`config.mk`:
```
export PLATFORM = sky130hd
export DESIGN_NAME = uart_word_tx
export DESIGN_NICKNAME = d
export VERILOG_FILES = /design/src/rtl/uart_pkg.sv /design/src/rtl/word_fifo.sv /design/src/rtl/uart_word_tx.sv
export SDC_FILE = /design/constraint.sdc
export NUM_CORES = 1
export LEC_CHECK = 0
export ABC_AREA = 1
export ABC_CLOCK_PERIOD_IN_PS = 2500
export CAP_MARGIN = 10
export CORE_ASPECT_RATIO = 1.1
export CORE_MARGIN = 2
export CORE_UTILIZATION = 54
export DETAILED_ROUTE_END_ITERATION = 16
export GPL_ROUTABILITY_DRIVEN = 1
export HOLD_SLACK_MARGIN = 0.03
export PLACE_DENSITY = 0.83
export SYNTH_ARGS = -nofsm -noshare
export SYNTH_HDL_FRONTEND = slang
export SYNTH_SLANG_ARGS = --single-unit
export TNS_END_PERCENT = 100
```
`constraint.sdc`:
```
create_clock -name clk -period 2.5 [get_ports clk]
set_clock_uncertainty 0.1 [all_clocks]
set_input_delay 0.5 -clock clk [delete_from_list [all_inputs] [get_ports clk]]
set_output_delay 0.5 -clock clk [all_outputs]
set_load 0.02 [all_outputs]
```
`src/rtl/uart_pkg.sv`:
```
// Shared types and constants for the word-oriented UART transmitter.
// Optional even-parity bit per frame: define UART_TX_PARITY_EN.
package uart_pkg;

    localparam int unsigned DATA_BITS      = 8;
    localparam int unsigned BYTES_PER_WORD = 4;
    localparam int unsigned WORD_W         = DATA_BITS * BYTES_PER_WORD;

`ifdef UART_TX_PARITY_EN
    localparam int unsigned PARITY_BITS = 1;
`else
    localparam int unsigned PARITY_BITS = 0;
`endif

    // Serial bits per byte frame (start + data + optional parity + stop) and per word
    localparam int unsigned FRAME_BITS = 1 + DATA_BITS + PARITY_BITS + 1;
    localparam int unsigned WORD_BITS  = FRAME_BITS * BYTES_PER_WORD;

    typedef enum logic [2:0] {
        IDLE   = 3'd0,
        START  = 3'd1,
        DATA   = 3'd2,
        STOP   = 3'd3
`ifdef UART_TX_PARITY_EN
        , PARITY = 3'd4
`endif
    } tx_state_t;

`ifdef UART_TX_PARITY_EN
    // Even parity: the parity bit makes the total count of ones even
    function automatic logic even_parity(input logic [DATA_BITS-1:0] b);
        return ^b;
    endfunction
`endif

endpackage

```
`src/rtl/word_fifo.sv`:
```
// Small word FIFO buffering 32-bit words ahead of the serialiser.
// FIFO_DEPTH must be a power of two, at least 2; pointers wrap naturally.
module word_fifo
    import uart_pkg::*;
#(
    parameter int unsigned FIFO_DEPTH = 4
) (
    input  logic              clk,
    input  logic              reset,
    input  logic              push,
    input  logic [WORD_W-1:0] wdata,
    input  logic              pop,
    output logic [WORD_W-1:0] rdata,
    output logic              full,
    output logic              empty
);

    localparam int unsigned AW = $clog2(FIFO_DEPTH);

    logic [WORD_W-1:0] mem [FIFO_DEPTH];
    logic [AW-1:0]     wr_ptr;
    logic [AW-1:0]     rd_ptr;
    logic [AW:0]       count;
    logic              do_push;
    logic              do_pop;

    // Status is decoded straight from the occupancy count
    assign full    = (count == (AW+1)'(FIFO_DEPTH));
    assign empty   = (count == '0);
    assign do_push = push && !full;
    assign do_pop  = pop && !empty;
    assign rdata   = mem[rd_ptr];

    // Storage array; contents are don't-care until written
    always_ff @(posedge clk) begin
        if (do_push) begin
            mem[wr_ptr] <= wdata;
        end
    end

    // Pointers and occupancy count
    always_ff @(posedge clk or posedge reset) begin
        if (reset) begin
            wr_ptr <= '0;
            rd_ptr <= '0;
            count  <= '0;
        end else begin
            if (do_push) begin
                wr_ptr <= wr_ptr + AW'(1);
            end
            if (do_pop) begin
                rd_ptr <= rd_ptr + AW'(1);
            end
            case ({do_push, do_pop})
                2'b10:   count <= count + (AW+1)'(1);
                2'b01:   count <= count - (AW+1)'(1);
                default: count <= count;
            endcase
        end
    end

endmodule

```
`src/rtl/uart_word_tx.sv`:
```
// Word-wide UART transmitter: 32-bit words are queued in a FIFO and sent as
// four byte frames, byte 0 first, 8N1 (8E1 when UART_TX_PARITY_EN is defined).
module uart_word_tx
    import uart_pkg::*;
#(
    parameter int unsigned CLKS_PER_BIT = 5,
    parameter int unsigned FIFO_DEPTH   = 4
) (
    input  logic              clk,
    input  logic              reset,
    input  logic [WORD_W-1:0] send_data,
    input  logic              send_enable,
    output logic              rs_tx,
    output logic              full,
    output logic              busy,
    output logic              overflow
);

    localparam int unsigned CNT_W = (CLKS_PER_BIT > 1) ? $clog2(CLKS_PER_BIT) : 1;
    localparam logic [CNT_W-1:0] CNT_LAST  = CNT_W'(CLKS_PER_BIT - 1);
    localparam logic [1:0]       LAST_BYTE = 2'(BYTES_PER_WORD - 1);
    localparam logic [2:0]       LAST_BIT  = 3'(DATA_BITS - 1);

    tx_state_t            state;
    logic [WORD_W-1:0]    word_q;
    logic [1:0]           byte_idx;
    logic [2:0]           bit_idx;
    logic [CNT_W-1:0]     bit_cnt;
    logic [DATA_BITS-1:0] cur_byte;
    logic                 bit_end;
    logic [WORD_W-1:0]    fifo_rdata;
    logic                 fifo_full;
    logic                 fifo_empty;
    logic                 fifo_push;
    logic                 fifo_pop;

    // Full is taken before the edge, so a same-edge pop never frees room for a push
    assign fifo_push = send_enable && !fifo_full;
    assign fifo_pop  = !fifo_empty &&
                       ((state == IDLE) ||
                        ((state == STOP) && bit_end && (byte_idx == LAST_BYTE)));
    assign bit_end   = (bit_cnt == CNT_LAST);
    assign cur_byte  = word_q[{byte_idx, 3'b000} +: DATA_BITS];
    assign full      = fifo_full;
    assign busy      = !fifo_empty || (state != IDLE);

    word_fifo #(
        .FIFO_DEPTH (FIFO_DEPTH)
    ) u_fifo (
        .clk   (clk),
        .reset (reset),
        .push  (fifo_push),
        .wdata (send_data),
        .pop   (fifo_pop),
        .rdata (fifo_rdata),
        .full  (fifo_full),
        .empty (fifo_empty)
    );

    // Sticky drop indicator, cleared only by reset
    always_ff @(posedge clk or posedge reset) begin
        if (reset) begin
            overflow <= 1'b0;
        end else if (send_enable && fifo_full) begin
            overflow <= 1'b1;
        end
    end

    // Frame sequencer; rs_tx is registered from the current state so the line
    // trails the state by one clock, and each bit is held CLKS_PER_BIT clocks
    always_ff @(posedge clk or posedge reset) begin
        if (reset) begin
            state    <= IDLE;
            word_q   <= '0;
            byte_idx <= '0;
            bit_idx  <= '0;
            bit_cnt  <= '0;
            rs_tx    <= 1'b1;
        end else begin
            case (state)
                START:   rs_tx <= 1'b0;
                DATA:    rs_tx <= cur_byte[bit_idx];
`ifdef UART_TX_PARITY_EN
                PARITY:  rs_tx <= even_parity(cur_byte);
`endif
                default: rs_tx <= 1'b1;
            endcase

            if (state == IDLE || bit_end) begin
                bit_cnt <= '0;
            end else begin
                bit_cnt <= bit_cnt + CNT_W'(1);
            end

            case (state)
                IDLE: begin
                    if (!fifo_empty) begin
                        word_q   <= fifo_rdata;
                        byte_idx <= '0;
                        state    <= START;
                    end
                end
                START: begin
                    if (bit_end) begin
                        bit_idx <= '0;
                        state   <= DATA;
                    end
                end
                DATA: begin
                    if (bit_end) begin
                        if (bit_idx == LAST_BIT) begin
`ifdef UART_TX_PARITY_EN
                            state <= PARITY;
`else
                            state <= STOP;
`endif
                        end else begin
                            bit_idx <= bit_idx + 3'd1;
                        end
                    end
                end
`ifdef UART_TX_PARITY_EN
                PARITY: begin
                    if (bit_end) begin
                        state <= STOP;
                    end
                end
`endif
                STOP: begin
                    if (bit_end) begin
                        if (byte_idx != LAST_BYTE) begin
                            byte_idx <= byte_idx + 2'd1;
                            state    <= START;
                        end else if (!fifo_empty) begin
                            word_q   <= fifo_rdata;
                            byte_idx <= '0;
                            state    <= START;
                        end else begin
                            state <= IDLE;
                        end
                    end
                end
                default: state <= IDLE;
            endcase
        end
    end

endmodule

```
==> results of run 1 <==
-- through the flow --
stage	worst slack, ns	TNS (ns)	power [uW]	util, %	hold WS, ns
floorplan	-0.1786	-22.86	4225	-	0.3314
detailed placement	0.1382	0	4610	60.14	0.3442
global placement	0.2182	0	4544	60.14	0.3400
finish	0.2130	0	7076	64.38	0.2947
CTS	0.001163	0	7090	64.32	0.3040
global route	0.04636	0	7324	64.38	0.3335
-- layout make-up --
cell class	instances	area share, %
Timing Repair Buffer	55	6.548
Tap cell	184	2.695
Clock buffer	18	5.024
Sequential cell	179	59.97
Multi-Input combinational cell	394	22.78
Inverter	34	1.494
Clock inverter	14	1.494
-- sequential cells by signal (all words and copies together) (netlist names), 3 cells and up --
signal and count:
u_fifo.mem 128, word_q 32, bit_cnt 3, u_fifo.count 3, bit_idx 3
-- cells in the final DEF, fill, tap and decap left out, drive strengths merged, types with 14 or more instances in the layout --
cell type	n
a31oi	32
buf	17
clkbuf	18
clkdlybuf4s50	36
dfrtp	50
edfxtp	128
ha	14
inv	38
nand2	49
nand3	32
nor2	174
o21ai	71
-- path summary, 6_finish.rpt --
kind	slack, ns	endpoint	cells past startpoint
min in group clk	0.36	overflow$_DFFE_PP0P_	1
worst max-delay path	0.21	u_fifo.count[2]$_DFFE_PP0P_	14
worst min register to register	0.36	overflow$_DFFE_PP0P_	1
worst min-delay path	0.29	u_fifo.count[0]$_DFFE_PP0P_	2
max in group asynchronous	1.45	word_q[26]$_DFFE_PP0P_	3
worst max register to register	0.21	u_fifo.count[2]$_DFFE_PP0P_	14
-- kinds of logic (layout without fill, tap and decap cells) --
group | after synthesis | in the layout
AND/OR/NAND/NOR | 261 | 261
XOR/XNOR | 6 | 6
adder cells (fa/ha/maj) | 15 | 15
AO/OA/AOI/OAI | 112 | 112
flip-flops | 179 | 179
buffers and inverters | 67 | 121
-- synthesized netlist by cell type (2+ instances only) --
library cell	count
a21oi_1	4
a31oi_1	32
buf_2	16
buf_6	3
clkbuf_1	12
dfrtp_1	50
edfxtp_1	128
ha_1	14
inv_1	31
inv_2	2
nand2_1	46
nand2_2	3
nand3_1	32
nor2_1	174
nor3_1	2
o21ai_0	70
xnor2_1	2
xor2_1	4
-- worst max-delay path: stages (launching register included) --
cell and delay, ns:
dfrtp_1 0.40, inv_1 0.07, ha_1 0.16, nand2_2 0.09
inv_1 0.09, nor2_1 0.04, inv_1 0.09, nand3_1 0.11
inv_1 0.07, ha_1 0.14, inv_1 0.07, fa_2 0.35
a21oi_1 0.14, o21ai_1 0.09, xor2_1 0.14
-- metal layers --
layer,vias up,global-route usage [%]
li1,2284,-
met4,0,10.70
met5,-,0
met2,179,36.85
met3,47,6.116
met1,2395,25.96
-- power breakdown --
| part | switching, uW | internal (uW) |
|---|---|---|
| Combinational | 496 | 244 |
| Sequential | 136 | 3680 |
| Clock | 1130 | 1380 |
| Total | 1770 | 5310 |
==> run summary, run 1 <==
Core ar. = 13270 um^2
Vias = 4905
setup bufs post-CTS = 0
placed cell count = 846
synthesized flop and latch total = 179
CP Data Arrival Time = 2.49 ns
top achievable clock speed = 0.4373 GHz
Netlist cell types = 33
gr ovfl total = 0
# IOs = 39
die area = 14550 um^2
root buf cell = clkbuf_16
Skew-Pair Late Insertion Delay = 0.42 ns
fraction of layout cells with a size suffix above 1 = 9.366%
WP data required = 2.71 ns
CP max FO = 4
unrepaired setup endpoints after global routing = no
Met3 Wirelength = 910 um
status = finished, final reports clean
input/output buffers = 38
H-tree lvl count = 4
number of hold buffers added after cts = 0
largest net degree at the start of global routing = 67
met2 routed WL = 7.890 mm
post-synthesis mux area share = 0%
post-synthesis async set-or-reset flop share = 28.49%
wire length on met1 = 5.812 mm
Ant. Diodes = 0
nets@finish = 731
first-pass GRT wire length = 24.14 mm
FF-to-FF Start = bit_cnt[0]$_DFF_PP0_
Hold Path Class = primary input to asynchronous set/reset pin
first-iteration detailed-routing DRC count = 472
hold violation count in the final report = 0
crit path from = bit_cnt[0]$_DFF_PP0_
Area growth syn-to-layout = 16.30%
Leak = 0.003206 uW
XOR/XNOR Fraction of Synth Area = 0.7155%
Synth Area in Simple Gates = 14.34%
Seq/Total Area, Yosys = 69.73%
HPWL Detailed = 9.223 mm
Area contributors post-synth = edfxtp_1 52%, dfrtp_1 17%, nor2_1 8.9%
Die X-Extent = 115.2 um
uppermost routed layer = met4
Final Instance Count excl. Fillers = 878
iteration count of the initial detailed-routing pass = 5
die height = 126.3 um
Synth Cell Area = 7345 um^2
Fillers = 900
GRT Util Overall = 21.93%
min Tclk post-route = 2.287 ns
clk buf depth = 2
routability cong. = 0.8410
Via density = 5.587
post-cts resize count = 1
Starting Density = 55.36%
Worst Setup Start Kind = flop
Post-synth EDFFs = 128
cts bufs inserted = 17
Syn Area/Cell = 11.48 um^2
Clock Sink Count = 179
number of global-route vias before repair = 5070
Crit. End Element = flop
post-synthesis adder-cell area fraction = 2.658%
initial antenna violation count = 0
compound-cell area share of the yosys netlist = 8.484%
top cell type by total area after synthesis = edfxtp_1
WL/cell = 17.14 um
ANT nets after route = 0
CTS tree = built
ys flop type = edfxtp_1
post-synth net total = 690
PD cells = 828.4 nW/um^2
row count = 44
main combinational cell family by area after synthesis = simple AND/OR/NAND/NOR gates
post-route cell area = 8542 um^2
area of the multi-input gates = 1946 um^2
number of maximum-capacitance violations = 0
top-area cell type share of the netlist area = 52.33%
Clock transition at path regs = 0.07 ns
max-slew violations = 0
Final Setup Violations = 0
Peak VDD IR = 556.6 uV
Crit Path Class = flop to flop
Slew HR = 40.54%
dpl cell area = 7979 um^2
fin crit share = 91.48%
Remaining DRCs = 0
Yosys warnings = 0
Syn Inst Count = 640
total length of routed wires = 15.05 mm
FF/Latch Area = 5122 um^2
worst-margin pin slew = 0.8919 ns
Power figures use the tool's default switching activity.
==> run 2: changes to the inputs <==
- ABC_AREA: 1 -> default
- CORE_UTILIZATION: 54 -> 53
- PLACE_DENSITY: 0.83 -> 0.82
==> run summary, run 2 <==
Ant. Diodes = 0
fraction of layout cells with a size suffix above 1 = 28.84%
Seq/Total Area, Yosys = 71.07%
Area growth syn-to-layout = 18.18%
WL/cell = 20.48 um
Via density = 5.564
Hold Path Class = primary input to asynchronous set/reset pin
Crit. End Element = output pin
max reg flops = 128
Crit Path Class = flop to output pin
CP Data Arrival Time = 1.75 ns
routability cong. = 0.7630
largest net degree at the start of global routing = 35
die height = 126.3 um
Leak = 0.003043 uW
post-synth net total = 410
post-place setup slack = 0.1185 ns
number of hold buffers added after cts = 0
Yosys warnings = 0
Clock transition at path regs = 0.06 ns
number of maximum-capacitance violations = 0
ys flop type = edfxtp_1
Post-synth EDFFs = 128
synthesized flop and latch total = 179
min Tclk post-route = 2.350 ns
synth cell count leaders = 128 x edfxtp_1, 50 x dfrtp_1, 36 x mux2_2
Synth Cell Area = 7206 um^2
Syn Area/Cell = 20.02 um^2
fin crit share = 94.00%
initial antenna violation count = 0
hold violation count in the final report = 0
max-slew violations = 0
root buf cell = clkbuf_16
Final Power = 10180 uW
top-area cell type share of the netlist area = 53.34%
worst-margin pin slew = 0.5024 ns
Syn Inst Count = 360
Skew-Pair Late Insertion Delay = 0.42 ns
Largest regs = u_fifo.mem: 128 flops, word_q: 32 flops
CP max FO = 3
first-iteration detailed-routing DRC count = 221
post-synthesis async set-or-reset flop share = 28.49%
top cell type by total area after synthesis = edfxtp_1
number of global-route vias before repair = 3739
total length of routed wires = 12.57 mm
post-route cell area = 8516 um^2
Area contributors post-synth = edfxtp_1 53%, dfrtp_1 17%, mux4_2 11%
WP data required = 1.90 ns
most frequent cells in the layout = 128 x edfxtp_1, 49 x dfrtp_1, 37 x clkdlybuf4s50_1
Vias = 3416
input/output buffers = 38
status = finished, final reports clean
nets@finish = 467
Fillers = 864
Peak VDD IR = 466.4 uV
first-pass GRT wire length = 20.00 mm
Die X-Extent = 115.2 um
Core ar. = 13270 um^2
Slew HR = 66.50%
Final Setup Violations = 0
clk buf depth = 2
dpl cell area = 7928 um^2
Worst Setup Start Kind = flop
Reg with most FFs = u_fifo.mem
CTS tree = built
cts bufs inserted = 17
H-tree lvl count = 4
HPWL Detailed = 7.510 mm
ANT nets after route = 0
gr ovfl total = 0
Starting Density = 54.31%
row count = 44
final worst slack = 0.1500 ns
GRT Util Overall = 18.91%
# IOs = 39
iteration count of the initial detailed-routing pass = 6
PD cells = 1195 nW/um^2
Remaining DRCs = 0
Clock Sink Count = 179
count leader, synth = edfxtp_1
Netlist cell types = 38
die area = 14550 um^2
top achievable clock speed = 0.4255 GHz
most common cell after layout, fill and taps aside = edfxtp_1
==> run 2: cell count changes after synthesis, moves of 6 or more <==
cell	delta
nor2_1	-168
o21ai_0	-68
a31oi_1	-32
inv_1	-19
mux2i_1	+10
clkbuf_1	-6
mux4_2	+35
nand2_1	-41
nand3_1	-31
buf_2	-11
mux2_2	+36
==> run 2: worst paths after layout <==
check,startpoint,end,slack (ns),depth (start not counted)
setup / recovery,u_fifo.count[0]$_DFFE_PP0P_,full,0.15,3
hold / removal,reset,u_fifo.count[2]$_DFFE_PP0P_,0.32,2
setup reg to reg,bit_cnt[0]$_DFF_PP0_,u_fifo.count[2]$_DFFE_PP0P_,0.20,10
min in group clk,overflow$_DFFE_PP0P_,overflow$_DFFE_PP0P_,0.35,1
max in group asynchronous,reset,u_fifo.rd_ptr[0]$_DFFE_PP0P_,1.47,3
hold reg to reg,overflow$_DFFE_PP0P_,overflow$_DFFE_PP0P_,0.35,1
==> run 2: worst max-delay path: stages (launching register included) <==
cell and delay [ns]:
dfrtp_1 0.41, inv_1 0.11, and3_1 0.20, clkdlybuf4s50_1 0.61
==> run 2: cells by family (layout without fill, tap and decap cells) <==
group | Yosys count | in the layout | synth area share, %
buf+inv | 28 | 98 | 1.979
simple gates | 30 | 30 | 2.292
fa+ha+maj | 15 | 15 | 2.709
compound gates | 17 | 17 | 1.806
xor+xnor | 6 | 6 | 0.7294
flops | 179 | 179 | 71.07
mux | 85 | 85 | 19.41
==> run 2: power by group <==
group / internal [uW] / total [uW] / switching [uW]
logic: 1680 / 3180 / 1500
registers: 4080 / 4460 / 375
clock network: 1520 / 2540 / 1020
total: 7280 / 10200 / 2900
==> run 2: timing repair <==
item / in CTS / in global routing
endpoints found under the setup margin: 1 / 1
setup buffers: 0 / 1
pin swaps: 0 / 1
cloned: 0 / 0
hold endpoints to repair: 0 / 0
resized for setup: 2 / 1
==> run 2: cell type report <==
cell class / count / area, um^2 / area share (%)
sequential: 179 / 5122 / 60.15
multi-input combinational: 153 / 1958 / 22.99
timing repair buffer: 54 / 586.8 / 6.891
clock buffer: 22 / 464.2 / 5.451
tap: 184 / 230.2 / 2.703
clock inverter: 10 / 108.9 / 1.278
inverter: 12 / 45.04 / 0.5289
==> run 2: metal layers <==
layer | up-vias | GRT usage (%) | share of wire, %
met5 | - | 0 | 0
met4 | 0 | 7.016 | 2.3
met3 | 24 | 5.447 | 3.5
met2 | 83 | 32.25 | 54
met1 | 1772 | 22.95 | 40
li1 | 1537 | - | -
==> run 2: metrics by stage <==
| stage | hold WS [ns] | TNS, ns | std cells | utilization, % |
|---|---|---|---|---|
| floorplan | 0.3363 | 0 | 360 | - |
| global placement | 0.3382 | 0 | 581 | 59.75 |
| detailed placement | 0.3435 | 0 | 581 | 59.75 |
| CTS | 0.3049 | 0 | 613 | 64.10 |
| global route | 0.3466 | -0.001745 | 614 | 64.18 |
| finish | 0.3199 | 0 | 614 | 64.18 |
